File: config.mk
export PLATFORM = sky130hd
export DESIGN_NAME = game_flat
export DESIGN_NICKNAME = d
export VERILOG_FILES = /design/src/rtl/game_pkg.sv /design/src/rtl/game_if.sv /design/src/rtl/btn_edge.sv /design/src/rtl/game.sv /design/src/flat_wrapper.sv
export SDC_FILE = /design/constraint.sdc
export NUM_CORES = 1
export LEC_CHECK = 0
export CORE_MARGIN = 10
export CORE_UTILIZATION = 52
export DETAILED_ROUTE_END_ITERATION = 6
export HOLD_SLACK_MARGIN = 0.12
export PLACE_DENSITY_LB_ADDON = 0.25
export SLEW_MARGIN = 20
export SYNTH_ARGS = -nofsm -noshare
export SYNTH_HDL_FRONTEND = slang
export SYNTH_SLANG_ARGS = --single-unit
File: constraint.sdc
create_clock -name clk -period 5 [get_ports clk]
set_clock_uncertainty 0.05 [all_clocks]
set_input_delay 0.75 -clock clk [delete_from_list [all_inputs] [get_ports clk]]
set_output_delay 0.75 -clock clk [all_outputs]
set_load 0.1 [all_outputs]
File: src/rtl/game_pkg.sv
`timescale 1ns/1ps
`default_nettype none
// ============================================================
// Module : game_pkg
// Brief  : shared constants, move codes and move decoder
// Rev    : 1.0 - initial release
// ============================================================
package game_pkg;

    localparam int TARGET      = 31;
    localparam int CNT_W       = 6;
    localparam int PLAYER_W    = 3;
    localparam int NUM_PLAYERS = 6;

    localparam logic [2:0] MOVE1 = 3'b001;
    localparam logic [2:0] MOVE2 = 3'b010;
    localparam logic [2:0] MOVE3 = 3'b100;

    typedef enum logic [0:0] {
        ST_PLAY = 1'b0,
        ST_LOST = 1'b1
    } state_t;

    // Returns the amount to add; 0 flags an invalid code.
    function automatic logic [1:0] move_value(input logic [2:0] code);
        case (code)
            MOVE1:   return 2'd1;
            MOVE2:   return 2'd2;
            MOVE3:   return 2'd3;
            default: return 2'd0;
        endcase
    endfunction

endpackage
`default_nettype wire

File: src/rtl/game_if.sv
`timescale 1ns/1ps
`default_nettype none
// ============================================================
// Module : game_if
// Brief  : player inputs and display outputs of the game block
// Rev    : 1.0 - initial release
// ============================================================
interface game_if;
    import game_pkg::*;

    logic [2:0]             player1;
    logic [2:0]             player2;
    logic [2:0]             player3;
    logic [2:0]             player4;
    logic [2:0]             player5;
    logic [2:0]             player6;
    logic [NUM_PLAYERS-1:0] player_clk;
    logic [PLAYER_W-1:0]    out;
    logic [3:0]             state_out;

    modport master (
        output player1, player2, player3, player4, player5, player6, player_clk,
        input  out, state_out
    );

    modport slave (
        input  player1, player2, player3, player4, player5, player6, player_clk,
        output out, state_out
    );

endinterface
`default_nettype wire

File: src/rtl/btn_edge.sv
`timescale 1ns/1ps
`default_nettype none
// ============================================================
// Module : btn_edge
// Brief  : 2-flop synchronizer plus rising-edge detector
// Rev    : 1.0 - initial release
// ============================================================
module btn_edge #(
    parameter int WIDTH = 6
) (
    input  logic             clk,
    input  logic             reset_n,
    input  logic [WIDTH-1:0] i_btn,
    output logic [WIDTH-1:0] o_press
);

    logic [WIDTH-1:0] r_sync1;
    logic [WIDTH-1:0] r_sync2;
    logic [WIDTH-1:0] r_sync_d;

    always_ff @(posedge clk) begin
        if (!reset_n) begin
            r_sync1  <= '0;
            r_sync2  <= '0;
            r_sync_d <= '0;
        end else begin
            r_sync1  <= i_btn;
            r_sync2  <= r_sync1;
            r_sync_d <= r_sync2;
        end
    end

    // One-cycle pulse per press, however long the button is held.
    assign o_press = r_sync2 & ~r_sync_d;

endmodule
`default_nettype wire

File: src/rtl/game.sv
`timescale 1ns/1ps
`default_nettype none
// ============================================================
// Module : game
// Brief  : six-player "count to 31" turn controller
// Rev    : 1.0 - initial release
// ============================================================
module game #(
    parameter int TARGET = game_pkg::TARGET,
    parameter int CNT_W  = game_pkg::CNT_W
) (
    input  logic   clk,
    input  logic   reset_n,
    game_if.slave  bus
);
    import game_pkg::*;

    logic [NUM_PLAYERS-1:0] w_press;
    logic [2:0]             w_code;
    logic                   w_active_press;
    logic [1:0]             w_n;
    logic [CNT_W-1:0]       w_sum;
    logic [PLAYER_W-1:0]    w_turn_inc;
    logic                   w_move_ok;

    state_t                 r_state,     w_state_nxt;
    logic [CNT_W-1:0]       r_total,     w_total_nxt;
    logic [PLAYER_W-1:0]    r_turn,      w_turn_nxt;
    logic [PLAYER_W-1:0]    r_out,       w_out_nxt;
    logic [3:0]             r_state_out, w_state_out_nxt;

    btn_edge #(
        .WIDTH (NUM_PLAYERS)
    ) u_btn_edge (
        .clk     (clk),
        .reset_n (reset_n),
        .i_btn   (bus.player_clk),
        .o_press (w_press)
    );

    // Only the active player's code and button are ever looked at.
    always_comb begin
        w_code         = 3'b000;
        w_active_press = 1'b0;
        case (r_turn)
            3'd1: begin w_code = bus.player1; w_active_press = w_press[0]; end
            3'd2: begin w_code = bus.player2; w_active_press = w_press[1]; end
            3'd3: begin w_code = bus.player3; w_active_press = w_press[2]; end
            3'd4: begin w_code = bus.player4; w_active_press = w_press[3]; end
            3'd5: begin w_code = bus.player5; w_active_press = w_press[4]; end
            3'd6: begin w_code = bus.player6; w_active_press = w_press[5]; end
            default: begin w_code = 3'b000; w_active_press = 1'b0; end
        endcase
    end

    assign w_n        = move_value(w_code);
    assign w_sum      = r_total + {{(CNT_W-2){1'b0}}, w_n};
    assign w_turn_inc = (r_turn == PLAYER_W'(NUM_PLAYERS)) ? PLAYER_W'(1) : r_turn + PLAYER_W'(1);

    always_comb begin
        w_state_nxt     = r_state;
        w_total_nxt     = r_total;
        w_turn_nxt      = r_turn;
        w_out_nxt       = r_out;
        w_state_out_nxt = r_state_out;
        w_move_ok       = w_active_press && (w_n != 2'd0);
        case (r_state)
            ST_PLAY: begin
                if (w_move_ok) begin
                    if (w_sum >= CNT_W'(TARGET)) begin
                        w_state_nxt     = ST_LOST;
                        w_total_nxt     = CNT_W'(TARGET);
                        w_out_nxt       = r_turn;
                        w_state_out_nxt = {1'b1, r_turn};
                    end else begin
                        w_total_nxt     = w_sum;
                        w_turn_nxt      = w_turn_inc;
                        w_state_out_nxt = {1'b0, w_turn_inc};
                    end
                end
            end
            ST_LOST: begin
                w_state_nxt = ST_LOST;
            end
            default: begin
                w_state_nxt = ST_PLAY;
            end
        endcase
    end

    always_ff @(posedge clk) begin
        if (!reset_n) begin
            r_state     <= ST_PLAY;
            r_total     <= '0;
            r_turn      <= PLAYER_W'(1);
            r_out       <= '0;
            r_state_out <= 4'b0001;
        end else begin
            r_state     <= w_state_nxt;
            r_total     <= w_total_nxt;
            r_turn      <= w_turn_nxt;
            r_out       <= w_out_nxt;
            r_state_out <= w_state_out_nxt;
        end
    end

    assign bus.out       = r_out;
    assign bus.state_out = r_state_out;

endmodule
`default_nettype wire

File: src/flat_wrapper.sv
// flat-port wrapper written by rule: the top's interface ports become plain ports
module game_flat import game_pkg::*;
#(
    parameter int TARGET = game_pkg::TARGET,
    parameter int CNT_W  = game_pkg::CNT_W
)
  (clk, reset_n, bus_player1, bus_player2, bus_player3, bus_player4, bus_player5, bus_player6, bus_player_clk, bus_out, bus_state_out);
  game_if bus_i ();
  input  logic clk;
  input  logic reset_n;
  input wire logic [$bits(bus_i.player1)-1:0] bus_player1;
  input wire logic [$bits(bus_i.player2)-1:0] bus_player2;
  input wire logic [$bits(bus_i.player3)-1:0] bus_player3;
  input wire logic [$bits(bus_i.player4)-1:0] bus_player4;
  input wire logic [$bits(bus_i.player5)-1:0] bus_player5;
  input wire logic [$bits(bus_i.player6)-1:0] bus_player6;
  input wire logic [$bits(bus_i.player_clk)-1:0] bus_player_clk;
  output wire logic [$bits(bus_i.out)-1:0] bus_out;
  output wire logic [$bits(bus_i.state_out)-1:0] bus_state_out;
  assign bus_i.player1 = bus_player1;
  assign bus_i.player2 = bus_player2;
  assign bus_i.player3 = bus_player3;
  assign bus_i.player4 = bus_player4;
  assign bus_i.player5 = bus_player5;
  assign bus_i.player6 = bus_player6;
  assign bus_i.player_clk = bus_player_clk;
  assign bus_out = bus_i.out;
  assign bus_state_out = bus_i.state_out;
  game #(.TARGET(TARGET), .CNT_W(CNT_W)) u_core (.clk(clk), .reset_n(reset_n), .bus(bus_i));
endmodule
# After elaboration in Yosys (flattened, before gate mapping)
# Cells that the tools add are included.
# classes
n_addsub,2
magnitude_cmp,1
n_eq_ne,9
muxes,9
bitwise_logic,4
n_reduce_logical,5
# op_table
operator,count
$pmux 3 s6,1
$eq 3x3->1 const B,4
$eq 3x2->1 const B,3
$add 6x2->6,1
$and 6x6->6,1
$eq 3x1->1 const B,2
$ge 6x5->1 const B,1
$mux 6,1
$not 6->6,1
$pmux 1 s6,1
$pmux 2 s3,1
$reduce_and 3->1,2
$mux 4,1
$add 3x1->3 const B,1
$mux 3,1
$mux 1,2
$not 1->1,2
$pmux 1 s2,1
$reduce_and 2->1,1
$reduce_bool 2->1,1
$logic_and 1x1->1,1
# word_totals
regBits,35
input_bits,26
elab_cells,38

# Logic depth before layout (Yosys ltp)
# Gate-level depths: netlist of run 1.
# depth
depth_word,9
mapped_depth,19
depth_no_buf,17

# By module
# Synthesis of run 1 repeated with hierarchy kept, for this count alone.
# hier_totals
cells_unflattened,175
hier_area_um2,1690.4
# modules_own_cells
mod,n_inst,cells_each,area_each_um2
game,1,132,1151.1
btn_edge,1,43,539.3

# Least setup slack after synthesis of run 1
# Ideal clock, no wire load.
# synth_timing
kind,input to register
start,input port bus_player1[2]
end,register u_core.r_turn[0]
setup_time_ns,0.123
t_arrival_ns,4.175
required_time_ns,4.827
setup_slack_ns,0.652
stages,14
path_buffers,1
cell_sequence,mux2_4 > a221o_2 > a211oi_4 > nor2_1 > nor3_1 > inv_1 > fa_1 > nor2b_1 > nor4_1 > a211oi_1 > or3_1 > clkbuf_1 > a21boi_4 > mux2_1
# synth_via
elab_chain_len,7
elab_cells_between_ends,11
# synth_rtl
item,line,rtl
start: declaration,flat_wrapper.sv:11,input wire logic [$bits(bus_i.player1)-1:0] bus_player1;
$pmux 3 s6 (*),game.sv:45,case (r_turn)
"$eq 3x3->1, or another cell as far along",game_pkg.sv:26,case (code)
$pmux 2 s3 (*),game_pkg.sv:26,
$add 6x2->6,game.sv:57,"assign w_sum = r_total + {{(CNT_W-2){1'b0}}, w_n};"
$ge 6x5->1,game.sv:70,if (w_sum >= CNT_W'(TARGET)) begin
$not 1->1 (no source line),--,
$reduce_and 3->1 (no source line) (*),--,
end signal: assignment,game.sv:101,r_turn <= w_turn_nxt;
end: declaration,game.sv:28,"logic [PLAYER_W-1:0] r_turn, w_turn_nxt;"
# Every way passes the cells marked *; elsewhere a longest branch is shown, timed or not.
# A chain may end at the register's enable or synchronous reset.

# Final worst setup path of run 1
# layout_timing
start,register u_core.r_turn[2]
end,register u_core.r_turn[0]
# layout_via
elab_chain_len,8
elab_cells_between_ends,19
# layout_rtl
item,line
"$eq 3x3->1, or another cell as far along","game.sv:45, game.sv:58"
$pmux 3 s6,game.sv:45
"$eq 3x3->1, or another cell as far along",game_pkg.sv:26
$pmux 2 s3,game_pkg.sv:26
$add 6x2->6,game.sv:57
$ge 6x5->1,game.sv:70
$not 1->1 (no source line),--
$reduce_and 3->1 (no source line),--
# Several ways; a longest one is shown, not always the timed one.

==> results by group, run 1 <==
Outcome
  • Status: finished, final reports clean

Layout
  • Multi-input gate area: 0.001050 mm2
  • Layout cells sized above 1: 11.95%
  • # diodes: 0
  • Nets: 256
  • Fin util: 68.38%
  • Layout area overhead: 25.12%
  • # fillers: 293
  • Register area: ~700 um2

Yosys
  • Mapped cell area: 0.001838 mm2
  • Net count after synthesis: 221
  • Netlist cell types: between 50 and 60
  • Asr flop ratio synth: 0%
  • Most instantiated cells after synthesis: 35 x dfxtp_1, 21 x and2_1, 11 x nand2_1
  • Number of enable flip-flop cells after synthesis: 0
  • Post-synthesis sequential area ratio: 38.12%
  • Synthesis-stage register bit count: 35
  • Synth Instances: 190
  • Mapped Avg Cell Area: 9.674 um2
  • Post-synth top area cell: dfxtp_1
  • Most common cell in the netlist: dfxtp_1
  • Main synth FF type: dfxtp_1
  • Synth top area share: 38.12%
  • Main area contributors after synthesis: dfxtp_1 38%, and2_1 7.1%, mux2i_1 3.3%, ha_1 2.7%, nand2_1 2.2%
  • Ys Warns: 0

Place
  • GPL Wtd Cong: 0.8673
  • Dpl hpwl: 3.431 mm
  • Post-place setup slack: -0.01078 ns
  • I/O Buffers: 32

Routing
  • Initial drt markers: 71
  • Antenna Nets Post-Route: 0
  • Top Layer Used: met4
  • DR WL met3: around 240 um
  • Vias per cell: roughly 5.7
  • # DRC: 0
  • Wire length per cell: 16.53 um
  • Vias: between 1500 and 2000
  • DR WL met2: 2.031 mm
  • Drt first pass iters: 4
  • Final WL: 4.497 mm
  • Wire length on met1: 2.160 mm

Clocking
  • Postcts setup bufs: 0
  • CTS sink cnt: 35
  • Clk root buf: clkbuf_4
  • H-tree depth: 2
  • # resized after CTS: 0
  • CTS max path bufs: 2
  • CTS Buf Count: 5
  • CTS clk-pin slew, worst paths: 0.12 ns
  • CTS tree: built
  • Worst-Skew Late Latency: between 0.3 and 0.4 ns
  • Hold buffers post-CTS: 0

STA
  • Slew Limit Fails: 0
  • Final worst-path cycle share: 94.26%
  • Setup ws final: 0.2870 ns
  • Slew HR: roughly a third
  • Setup violations, final: 0
  • Unrepaired setup endpoints after global routing: false
  • Peak Freq: about 210 MHz
  • Tmin final: 4.713 ns
  • Slew @ Worst Pin: 0.9880 ns
  • Final hold violations: 0

Worst setup path
  • Data arrival, critical path: about 4.9 ns
  • Critical path's largest stage delay: 0.64 ns
  • Reg2Reg Depth: 16
  • CP cell instances: inv_1 -> ha_1 -> and2_1 -> a221o_2 -> nor2_1 -> xnor2_1 -> nor4_1 -> ha_1 -> inv_1 -> fa_1 -> nor2b_1 -> nor4_1 -> a211oi_1 -> or3_1 -> a21boi_4 -> mux2_1
  • CP startpoint kind: flop
  • CP endpoint kind: flop
  • Crit-path max FO: 13
  • Data required, critical path: 5.20 ns
  • Worst path slowest cell: dfxtp_1
  • WS Path Type: flop to flop
  • Reg2reg setup slack: ~0.29 ns

Floorplanning
  • Site Rows: 21
  • Chip Height: 79.45 um
  • # IOs: 33
  • Starting Density: ~55%
  • Die ar.: ~0.0063 mm2
  • Die width: 79.45 um
  • Core Area: 0.003363 mm2

Pwr
  • Power Dens Cells: 266.9 mW/mm2
  • Peak supply drop: 0.2532 mV
  • Leakage: 0.8636 nW

Global route
  • Gr usage total: 15.10%
  • Initial antenna violation count: 0
  • First-pass GRT wire length: 7.555 mm
  • GR Overflow Total: 0
  • Largest net degree at the start of global routing: 37
  • Vias in the first global route: 1522

Hold path
  • Worst Hold Depth: 1
  • Min-Delay Path Class: flop to flop

Job
  • Maxcap violations: 0
logic make-up after synthesis:
kind of cell    share of synthesized area [%]
fa+ha+maj                               3.812
buf+inv                                 4.765
compound gates                          20.90
mux                                     5.922
flops                                   38.12
xor+xnor                                1.906
simple gates                            24.58
path summary, 6_finish.rpt:
check / from / end
min reg2reg: u_core.u_btn_edge.r_sync1[0] / u_core.u_btn_edge.r_sync2[0]
max reg2reg: u_core.r_turn[2] / u_core.r_turn[0]
max: u_core.r_turn[2] / u_core.r_turn[0]
min: u_core.u_btn_edge.r_sync1[0] / u_core.u_btn_edge.r_sync2[0]
per-layer routing:
| layer | up-vias | global-route usage, % |
|---|---|---|
| li1 | 765 | - |
| met1 | 738 | 18.56 |
| met2 | 43 | 23.30 |
| met3 | 6 | 5.180 |
| met4 | 0 | 6.452 |
| met5 | - | 0 |
registers in the layout, indices dropped and copies added (netlist names):
name and cells:
u_core.r_total 6, u_core.u_btn_edge.r_sync1 6, u_core.u_btn_edge.r_sync2 6, u_core.u_btn_edge.r_sync_d 6
u_core.bus.state_out 4, u_core.bus.out 3, u_core.r_turn 3, u_core.r_state 1
where the power goes:
group | switching, mW | total, mW | internal [mW]
clock | 0.107 | 0.215 | 0.108
sequential | 0.00568 | 0.293 | 0.287
combinational | 0.0546 | 0.106 | 0.0510
critical path: cells and delay by family (launching register included):
kind | cells | cell delay, ns
compound gates | 3 | 0.78
simple gates | 6 | 1.64
buf+inv | 2 | 0.19
flops | 1 | 0.64
fa+ha+maj | 3 | 0.91
xor+xnor | 1 | 0.09
mux | 1 | 0.32
metrics by stage:
stage	total power, mW	hold WS (ns)	instance area [um2]	std cells	setup TNS (ns)
after CTS	0.6206	0.3991	2300	272	0
after detailed placement	0.4044	0.3696	2215	264	-0.01078
after global routing	0.6435	0.4273	2300	272	0
final	0.6138	0.3943	2300	272	0
after global placement	0.4007	0.3651	2215	264	0
after floorplan	0.3636	0.3619	1838	190	0
placed cells by master, fill, tap and decap left out, types with 2 or more instances in the layout:
| cell type | instances |
|---|---|
| a211oi_1 | 4 |
| nand3b_1 | 4 |
| a31oi_1 | 2 |
| ha_1 | 4 |
| nand2_1 | 11 |
| mux2_2 | 2 |
| a221oi_2 | 2 |
| a21o_1 | 2 |
| xnor2_1 | 4 |
| nor2b_1 | 4 |
| nand3_1 | 2 |
| o21a_1 | 2 |
| a21oi_1 | 8 |
| or3_1 | 3 |
| buf_4 | 7 |
| dfxtp_1 | 35 |
| clkdlybuf4s50_1 | 32 |
| inv_1 | 9 |
| and3b_1 | 3 |
| and2_1 | 21 |
| nor3_1 | 5 |
| and3_1 | 4 |
| a311oi_1 | 2 |
| nor2_1 | 7 |
| a221o_1 | 2 |
| clkbuf_4 | 5 |
| nor4_1 | 2 |
| mux2i_1 | 6 |
layout make-up:
type                    instances  area share [%]
flip-flops and latches         35           30.47
inverters                       9           1.469
repair buffers                 39           16.21
clock inverters                 3           2.067
well taps                      46           2.503
multi-input cells             135           45.65
clock buffers                   5           1.632
Note: power is estimated with default switching activity, not from simulation.
==> run 2: changes to the inputs <==
Settings changed: HOLD_SLACK_MARGIN 0.12 to not set.
==> results of run 2 <==
Final layout, timing and power as in run 1 (identical DEF).
